==> src/rtl/data_cache_controller.sv <==
`default_nettype none
// ============================================================================
// Module   : data_cache_controller
// Purpose  : Direct-mapped, write-back, write-allocate data cache placed
//            between a 32-bit word load/store unit and a 128-bit block memory.
//            CPU hits are served with zero stall; misses write back a dirty
//            victim (if any), fill the block and then complete as a hit.
// Ports    : clock, reset         - clock, asynchronous active-high reset
//            cpu_read/cpu_write   - word request, held while cpu_busywait=1
//            cpu_address          - byte address (tag | index | word | byte)
//            cpu_writedata        - store data
//            cpu_readdata         - load data, valid on a read with no stall
//            cpu_busywait         - CPU stall
//            mem_read/mem_write   - block read / write-back request
//            mem_address          - block address (byte address [31:4])
//            mem_writedata        - victim block, byte 0 in [7:0]
//            mem_readdata         - fill block, same byte order
//            mem_busywait         - memory busy
// Revision : 1.0 - initial release
// ============================================================================
module data_cache_controller #(
    parameter int INDEX_BITS = 3,
    // Derived from INDEX_BITS; leave at its default.
    parameter int TAG_BITS   = 28 - INDEX_BITS
) (
    input  logic         clock,
    input  logic         reset,
    input  logic         cpu_read,
    input  logic         cpu_write,
    input  logic [31:0]  cpu_address,
    input  logic [31:0]  cpu_writedata,
    output logic [31:0]  cpu_readdata,
    output logic         cpu_busywait,
    output logic         mem_read,
    output logic         mem_write,
    output logic [27:0]  mem_address,
    output logic [127:0] mem_writedata,
    input  logic [127:0] mem_readdata,
    input  logic         mem_busywait
);

    localparam int SETS = 1 << INDEX_BITS;

    typedef enum logic [1:0] {
        IDLE      = 2'd0,
        WRITEBACK = 2'd1,
        ALLOCATE  = 2'd2,
        UPDATE    = 2'd3
    } state_t;

    state_t         state_q, state_d;
    // Set after the first cycle in WRITEBACK/ALLOCATE; mem_busywait is only
    // honoured once it is set, giving memory a cycle to raise busywait.
    logic           armed_q, armed_d;
    logic [27:0]    mem_address_q, mem_address_d;
    logic [127:0]   mem_writedata_q, mem_writedata_d;

    // Storage arrays. Data and tag are not reset; valid/dirty are.
    logic [127:0]        data_q  [SETS];
    logic [TAG_BITS-1:0] tag_q   [SETS];
    logic [SETS-1:0]     valid_q, valid_d;
    logic [SETS-1:0]     dirty_q, dirty_d;

    // Address fields
    logic [INDEX_BITS-1:0] addr_index;
    logic [TAG_BITS-1:0]   addr_tag;
    logic [1:0]            word_sel;
    logic                  unused_addr_bits;

    assign addr_index       = cpu_address[3+INDEX_BITS:4];
    assign addr_tag         = cpu_address[31:4+INDEX_BITS];
    assign word_sel         = cpu_address[3:2];
    assign unused_addr_bits = ^cpu_address[1:0];

    // Both request lines high is treated as no request at all.
    logic req_read, req_write, req;
    assign req_read  = cpu_read & ~cpu_write;
    assign req_write = cpu_write & ~cpu_read;
    assign req       = req_read | req_write;

    // Currently indexed line
    logic [127:0]        cur_block;
    logic [TAG_BITS-1:0] cur_tag;
    logic                cur_valid, cur_dirty, hit;
    logic [31:0]         selected_word;

    assign cur_block     = data_q[addr_index];
    assign cur_tag       = tag_q[addr_index];
    assign cur_valid     = valid_q[addr_index];
    assign cur_dirty     = dirty_q[addr_index];
    assign hit           = cur_valid & (cur_tag == addr_tag);
    assign selected_word = cur_block[{word_sel, 5'd0} +: 32];

    // Array write controls
    logic           block_we;
    logic [127:0]   block_d;
    logic           tag_we;
    logic [TAG_BITS-1:0] tag_d;

    // ------------------------------------------------------------------
    // Next-state and output logic
    // ------------------------------------------------------------------
    always_comb begin
        state_d         = state_q;
        armed_d         = armed_q;
        mem_address_d   = mem_address_q;
        mem_writedata_d = mem_writedata_q;
        valid_d         = valid_q;
        dirty_d         = dirty_q;
        block_we        = 1'b0;
        block_d         = cur_block;
        tag_we          = 1'b0;
        tag_d           = addr_tag;
        cpu_readdata    = 32'd0;
        cpu_busywait    = 1'b0;
        mem_read        = 1'b0;
        mem_write       = 1'b0;
        // Memory outputs hold their last driven value outside a transfer.
        mem_address     = mem_address_q;
        mem_writedata   = mem_writedata_q;

        case (state_q)
            IDLE: begin
                armed_d = 1'b0;
                if (req) begin
                    if (hit) begin
                        if (req_read) begin
                            cpu_readdata = selected_word;
                        end else begin
                            block_we                         = 1'b1;
                            block_d[{word_sel, 5'd0} +: 32]  = cpu_writedata;
                            dirty_d[addr_index]              = 1'b1;
                        end
                    end else begin
                        cpu_busywait = 1'b1;
                        state_d      = (cur_valid & cur_dirty) ? WRITEBACK : ALLOCATE;
                    end
                end
            end

            WRITEBACK: begin
                mem_write       = 1'b1;
                mem_address     = {cur_tag, addr_index};
                mem_writedata   = cur_block;
                cpu_busywait    = 1'b1;
                mem_address_d   = {cur_tag, addr_index};
                mem_writedata_d = cur_block;
                armed_d         = 1'b1;
                if (armed_q && !mem_busywait) begin
                    state_d = ALLOCATE;
                    armed_d = 1'b0;
                end
            end

            ALLOCATE: begin
                mem_read      = 1'b1;
                mem_address   = cpu_address[31:4];
                cpu_busywait  = 1'b1;
                mem_address_d = cpu_address[31:4];
                armed_d       = 1'b1;
                if (armed_q && !mem_busywait) begin
                    state_d = UPDATE;
                    armed_d = 1'b0;
                end
            end

            UPDATE: begin
                // The fill lands at the end of this cycle; the request is
                // then seen again in IDLE as a hit.
                cpu_busywait        = 1'b1;
                block_we            = 1'b1;
                block_d             = mem_readdata;
                tag_we              = 1'b1;
                valid_d[addr_index] = 1'b1;
                dirty_d[addr_index] = 1'b0;
                state_d             = IDLE;
            end

            default: begin
                state_d = IDLE;
            end
        endcase

        // While reset is held the FSM sits in IDLE with every line invalid,
        // which would otherwise stall a pending request.
        if (reset) begin
            cpu_busywait = 1'b0;
        end
    end

    // ------------------------------------------------------------------
    // State registers
    // ------------------------------------------------------------------
    always_ff @(posedge clock or posedge reset) begin
        if (reset) begin
            state_q         <= IDLE;
            armed_q         <= 1'b0;
            mem_address_q   <= 28'd0;
            mem_writedata_q <= 128'd0;
            valid_q         <= '0;
            dirty_q         <= '0;
        end else begin
            state_q         <= state_d;
            armed_q         <= armed_d;
            mem_address_q   <= mem_address_d;
            mem_writedata_q <= mem_writedata_d;
            valid_q         <= valid_d;
            dirty_q         <= dirty_d;
        end
    end

    // Data and tag arrays carry no reset. Writes only occur on a write hit
    // (needs a valid line) or in UPDATE, neither possible while in reset.
    always_ff @(posedge clock) begin
        if (block_we) begin
            data_q[addr_index] <= block_d;
        end
        if (tag_we) begin
            tag_q[addr_index] <= tag_d;
        end
    end

endmodule
`default_nettype wire

==> config.mk <==
export PLATFORM = sky130hd
export DESIGN_NAME = data_cache_controller
export DESIGN_NICKNAME = d
export VERILOG_FILES = /design/src/rtl/data_cache_controller.sv
export SDC_FILE = /design/constraint.sdc
export NUM_CORES = 2
export LEC_CHECK = 0
export CAP_MARGIN = 40
export CORE_AREA = 2 2 308 310
export CTS_CLUSTER_DIAMETER = 40
export DETAILED_ROUTE_END_ITERATION = 6
export DIE_AREA = 0 0 310 312
export PLACE_DENSITY_LB_ADDON = 0.12
export SLEW_MARGIN = 5
export SYNTH_ARGS = -nofsm -noshare
export SYNTH_HDL_FRONTEND = slang
export SYNTH_SLANG_ARGS = --single-unit
==> constraint.sdc <==
create_clock -name clock -period 36.8 [get_ports clock]
set_input_delay 7.36 -clock clock [delete_from_list [all_inputs] [get_ports clock]]
set_output_delay 7.36 -clock clock [all_outputs]
set_load 0.005 [all_outputs]
==> qor.txt <==
STATUS
------------------------------------------------------------------------------------
Outcome                                                                 complete, but fails checks
Failing checks                                                                   DRC

SYNTHESIS
------------------------------------------------------------------------------------
Post-synth net total                                                           3,711
Biggest area contributors in the synthesized netlist                    sky130_fd_sc_hd__edfxtp_1 (66%), sky130_fd_sc_hd__dfrtp_1 (7.9%), sky130_fd_sc_hd__a22oi_1 (3.6%), sky130_fd_sc_hd__mux4_2 (2.6%), sky130_fd_sc_hd__a21oi_1 (1.8%)
EDFF count, synth                                                              1,224
Post-synthesis cell count                                                      3,502
Post-synth cell types                                                             65
Cell type contributing the most total cell area after synthesis         sky130_fd_sc_hd__edfxtp_1
Share of flip-flops with an asynchronous set or reset after synthesis          12.5%
YS warnings                                                                        0
Sequential fraction of the synthesis area                                      74.0%
Dominant synthesized flop cell                                          sky130_fd_sc_hd__edfxtp_1
Post-synth top area share                                                      66.1%
Syn avg cell area                                                         15.9 sq um
Cell area after technology mapping                                      0.0556 sq mm
Synthesis-stage register bit count                                             1,399

GLOBAL ROUTE
------------------------------------------------------------------------------------
Pin count of the biggest net entering global routing                             223
Gr usage total                                                                 37.2%
Antenna violations before repair                                                   8
Vias in the first global route                                                35,300
First-pass GRT wire length                                              254,000 microns
Congestion Overflow GR                                                             0

CLOCK NETWORK
------------------------------------------------------------------------------------
Depth of the CTS H-tree                                                            4
# resized after CTS                                                                0
Clock buffers created by TritonCTS                                               158
Setup Buffers After CTS                                                            0
Sink Count                                                                     1,399
Clock latency on the worst-skew pair                                          770 ps
Register clock-pin slew on the reported worst setup and hold paths             60 ps
CTS tree                                                                       built
Total of hold buffers inserted after clock tree synthesis                          0
Worst-case clock buffer depth                                                      3
CTS root buffer                                                         sky130_fd_sc_hd__clkbuf_16

STA
------------------------------------------------------------------------------------
Final Hold Viols                                                                   0
Highest clock rate                                                          49.6 MHz
Max-slew violation total from the final report                                     0
Unrepaired setup endpoints after global routing                                   no
Clock period minus worst slack                                             20,180 ps
Total Neg Setup Slack                                                           0 ps
Worst slew margin relative to its limit                                        13.6%
Share of the cycle needed by the critical path after routing                   54.8%
Worst-Margin Slew                                                            1300 ps
Worst setup skew after layout                                                23.5 ps
Number of failing setup endpoints in the final timing report                       0

CELLS AND AREA
------------------------------------------------------------------------------------
Most common cell after layout, fill and taps aside                      sky130_fd_sc_hd__edfxtp_1
Net count reported at finish                                                   4,114
Commonest cells after routing, fill and taps aside                      sky130_fd_sc_hd__edfxtp_1 (1,224), sky130_fd_sc_hd__clkdlybuf4s50_1 (381), sky130_fd_sc_hd__a22oi_1 (267)
Fraction of final layout cells sized beyond drive strength 1                   13.9%
Area delta synth->final                                                        19.9%

FLOORPLAN
------------------------------------------------------------------------------------
Core box area                                                           0.0930 sq mm
Die footprint                                                           0.0967 sq mm
Cell Rows                                                                        112
Number of top-level pins                                                         388
Starting density of the core                                                   59.7%
Die width                                                                310 microns
Chip Height                                                              312 microns

CRITICAL PATH
------------------------------------------------------------------------------------
Arrival time worst endpoint                                                12,820 ps
Max FO, Critical Path                                                             54
Largest stage delay, worst path                                               850 ps
Critical path startpoint category                                         input port
Worst setup path class                                                  input port to output port
Setup crit start                                                        cpu_address[5]
Library cell appearing most often on the critical path                  sky130_fd_sc_hd__buf_4
Critical-path cell list                                                 buf_4 -> buf_4 -> nor2b_1 -> and2_4 -> buf_4 -> a22o_1 -> a221oi_1 -> and3_1 -> mux4_2 -> nor2_1 -> clkdlybuf4s50_1
Critical path's slowest cell                                            sky130_fd_sc_hd__and2_4
Endpoint required time on the critical path                                29,440 ps
Capturing element type of the critical path                              output port
Reg2reg start                                                           tag_q[7][12]

DRT
------------------------------------------------------------------------------------
Detailed Routing Iterations Pass 1                                                 7
Number of nets still failing antenna checks after routing                          0
Number of DRC markers in iteration 0                                           5,609
Final wirelength                                                        180,000 microns
Drt wl/cell                                                             34.0 microns
Number of vias after detailed routing                                         36,600
Vias per cell                                                                   6.91
Count of unresolved DRC violations after routing                                   5

POWER
------------------------------------------------------------------------------------
LEAKAGE                                                                      22.3 nW
Power per cell area                                                     73.7 mW/mm^2
Worst vdd rail ir drop                                                   0.0000469 V
Total power after layout                                                     4.91 mW

PLACEMENT
------------------------------------------------------------------------------------
Final Wtd Congestion                                                           0.881
Detailed-placement wirelength estimate                                  106,000 microns
Buffers on Ports                                                                 385

WORST HOLD PATH
------------------------------------------------------------------------------------
Worst min-delay path category                                           flip-flop to flip-flop
Launch instance of the worst min-delay path                               valid_q[4]

RUN
------------------------------------------------------------------------------------
Maxcap violations                                                                  0

## area by class of cell
cell class / count / area, sq um
tap: 1254 / 1570
sequential: 1399 / 41100
antenna: 3 / 7.51
timing repair buffer: 487 / 5020
inverter: 59 / 229
multi-input combinational: 1800 / 13400
clock buffer: 189 / 4170
fill: 5814 / 26400
clock inverter: 107 / 1140
## where the power goes
part	internal (mW)	switching (mW)	leakage [nW]	total, mW
Clock	0.935	0.647	2.58	1.58
Combinational	0.440	0.760	6.69	1.20
Sequential	2.09	0.0401	13.1	2.13
## per-stage QoR
step | std cells | area, sq um | utilization, % | worst slack, ps | hold WS [ps]
floorplan | 3502 | 55600 | - | 17610 | 434
global placement | 4975 | 60900 | 65.4 | 16780 | 445
detailed placement | 4998 | 61300 | 65.9 | 16770 | 455
CTS | 5294 | 66600 | 71.6 | 16750 | 471
global route | 5296 | 66600 | 71.6 | 16560 | 491
finish | 5298 | 66600 | 71.6 | 16620 | 471
## worst max-delay path, delay by kind of cell
kind,cells,cell delay (ps)
muxes,1,620
AOI/OAI and AO/OA,2,300
and+or+nand+nor,4,2040
buffers and inverters,4,2320
## cells in the mapped netlist (8+ instances only)
cell type                     n
sky130_fd_sc_hd__a211oi_1    28
sky130_fd_sc_hd__a21boi_0     9
sky130_fd_sc_hd__a21oi_1    201
sky130_fd_sc_hd__a221o_1     59
sky130_fd_sc_hd__a221oi_1   113
sky130_fd_sc_hd__a222oi_1    24
sky130_fd_sc_hd__a22o_1      79
sky130_fd_sc_hd__a22oi_1    267
sky130_fd_sc_hd__a31o_2       8
sky130_fd_sc_hd__and2_1      41
sky130_fd_sc_hd__and3_1      71
sky130_fd_sc_hd__and4_1      30
sky130_fd_sc_hd__buf_1       26
sky130_fd_sc_hd__buf_2       42
sky130_fd_sc_hd__buf_4        8
sky130_fd_sc_hd__buf_6        8
sky130_fd_sc_hd__clkbuf_1   160
sky130_fd_sc_hd__dfrtp_1    175
sky130_fd_sc_hd__edfxtp_1  1224
sky130_fd_sc_hd__ha_1        12
sky130_fd_sc_hd__inv_1       58
sky130_fd_sc_hd__mux2_2      50
sky130_fd_sc_hd__mux2i_1     66
sky130_fd_sc_hd__mux4_2      65
sky130_fd_sc_hd__nand2_1    139
sky130_fd_sc_hd__nand3_1     14
sky130_fd_sc_hd__nand4_1      9
sky130_fd_sc_hd__nor2_1     261
sky130_fd_sc_hd__nor2b_1     19
sky130_fd_sc_hd__nor3_1      19
sky130_fd_sc_hd__o211ai_1    55
sky130_fd_sc_hd__o21a_1      16
sky130_fd_sc_hd__o21ai_0     18
sky130_fd_sc_hd__o22ai_1     10
sky130_fd_sc_hd__o31ai_1     25
sky130_fd_sc_hd__or2_2       18
sky130_fd_sc_hd__xor2_1       8
## worst paths after layout
| check | end | slack (ps) | cells after the start |
|---|---|---|---|
| hold / removal | valid_q[4] | 470 | 1 |
| min in group asynchronous | mem_address_q[8] | 7110 | 2 |
| setup / recovery | cpu_readdata[23] | 16620 | 11 |
| hold reg to reg | valid_q[4] | 470 | 1 |
| max in group asynchronous | mem_writedata_q[108] | 28420 | 5 |
| setup reg to reg | data_q[4][59] | 31990 | 11 |
## cell families after synthesis
logic type	synth area share, %
AOI/OAI and AO/OA	12.5
xor gates and xnor gates	0.221
buffers and inverters	2.30
DFF	74.0
and+or+nand+nor	5.87
adders and majority gates	0.270
muxes	4.87
## sequential cells by signal, indices dropped and copies added, names as in the netlist, named ones only
| register | cells |
|---|---|
| armed_q | 1 |
| valid_q | 8 |
| tag_q | 200 |
| state_q | 2 |
| mem_address_q | 28 |
| mem_writedata_q | 128 |
| data_q | 1024 |
## routing by layer
metal,up-vias,global-route usage (%),routed length (microns)
met5,-,0,27
met3,449,12.4,27100
met1,18300,51.2,63900
li1,14900,-,-
met2,2942,54.7,80600
met4,4,16.2,8280
(Power assumes the default switching activity.)
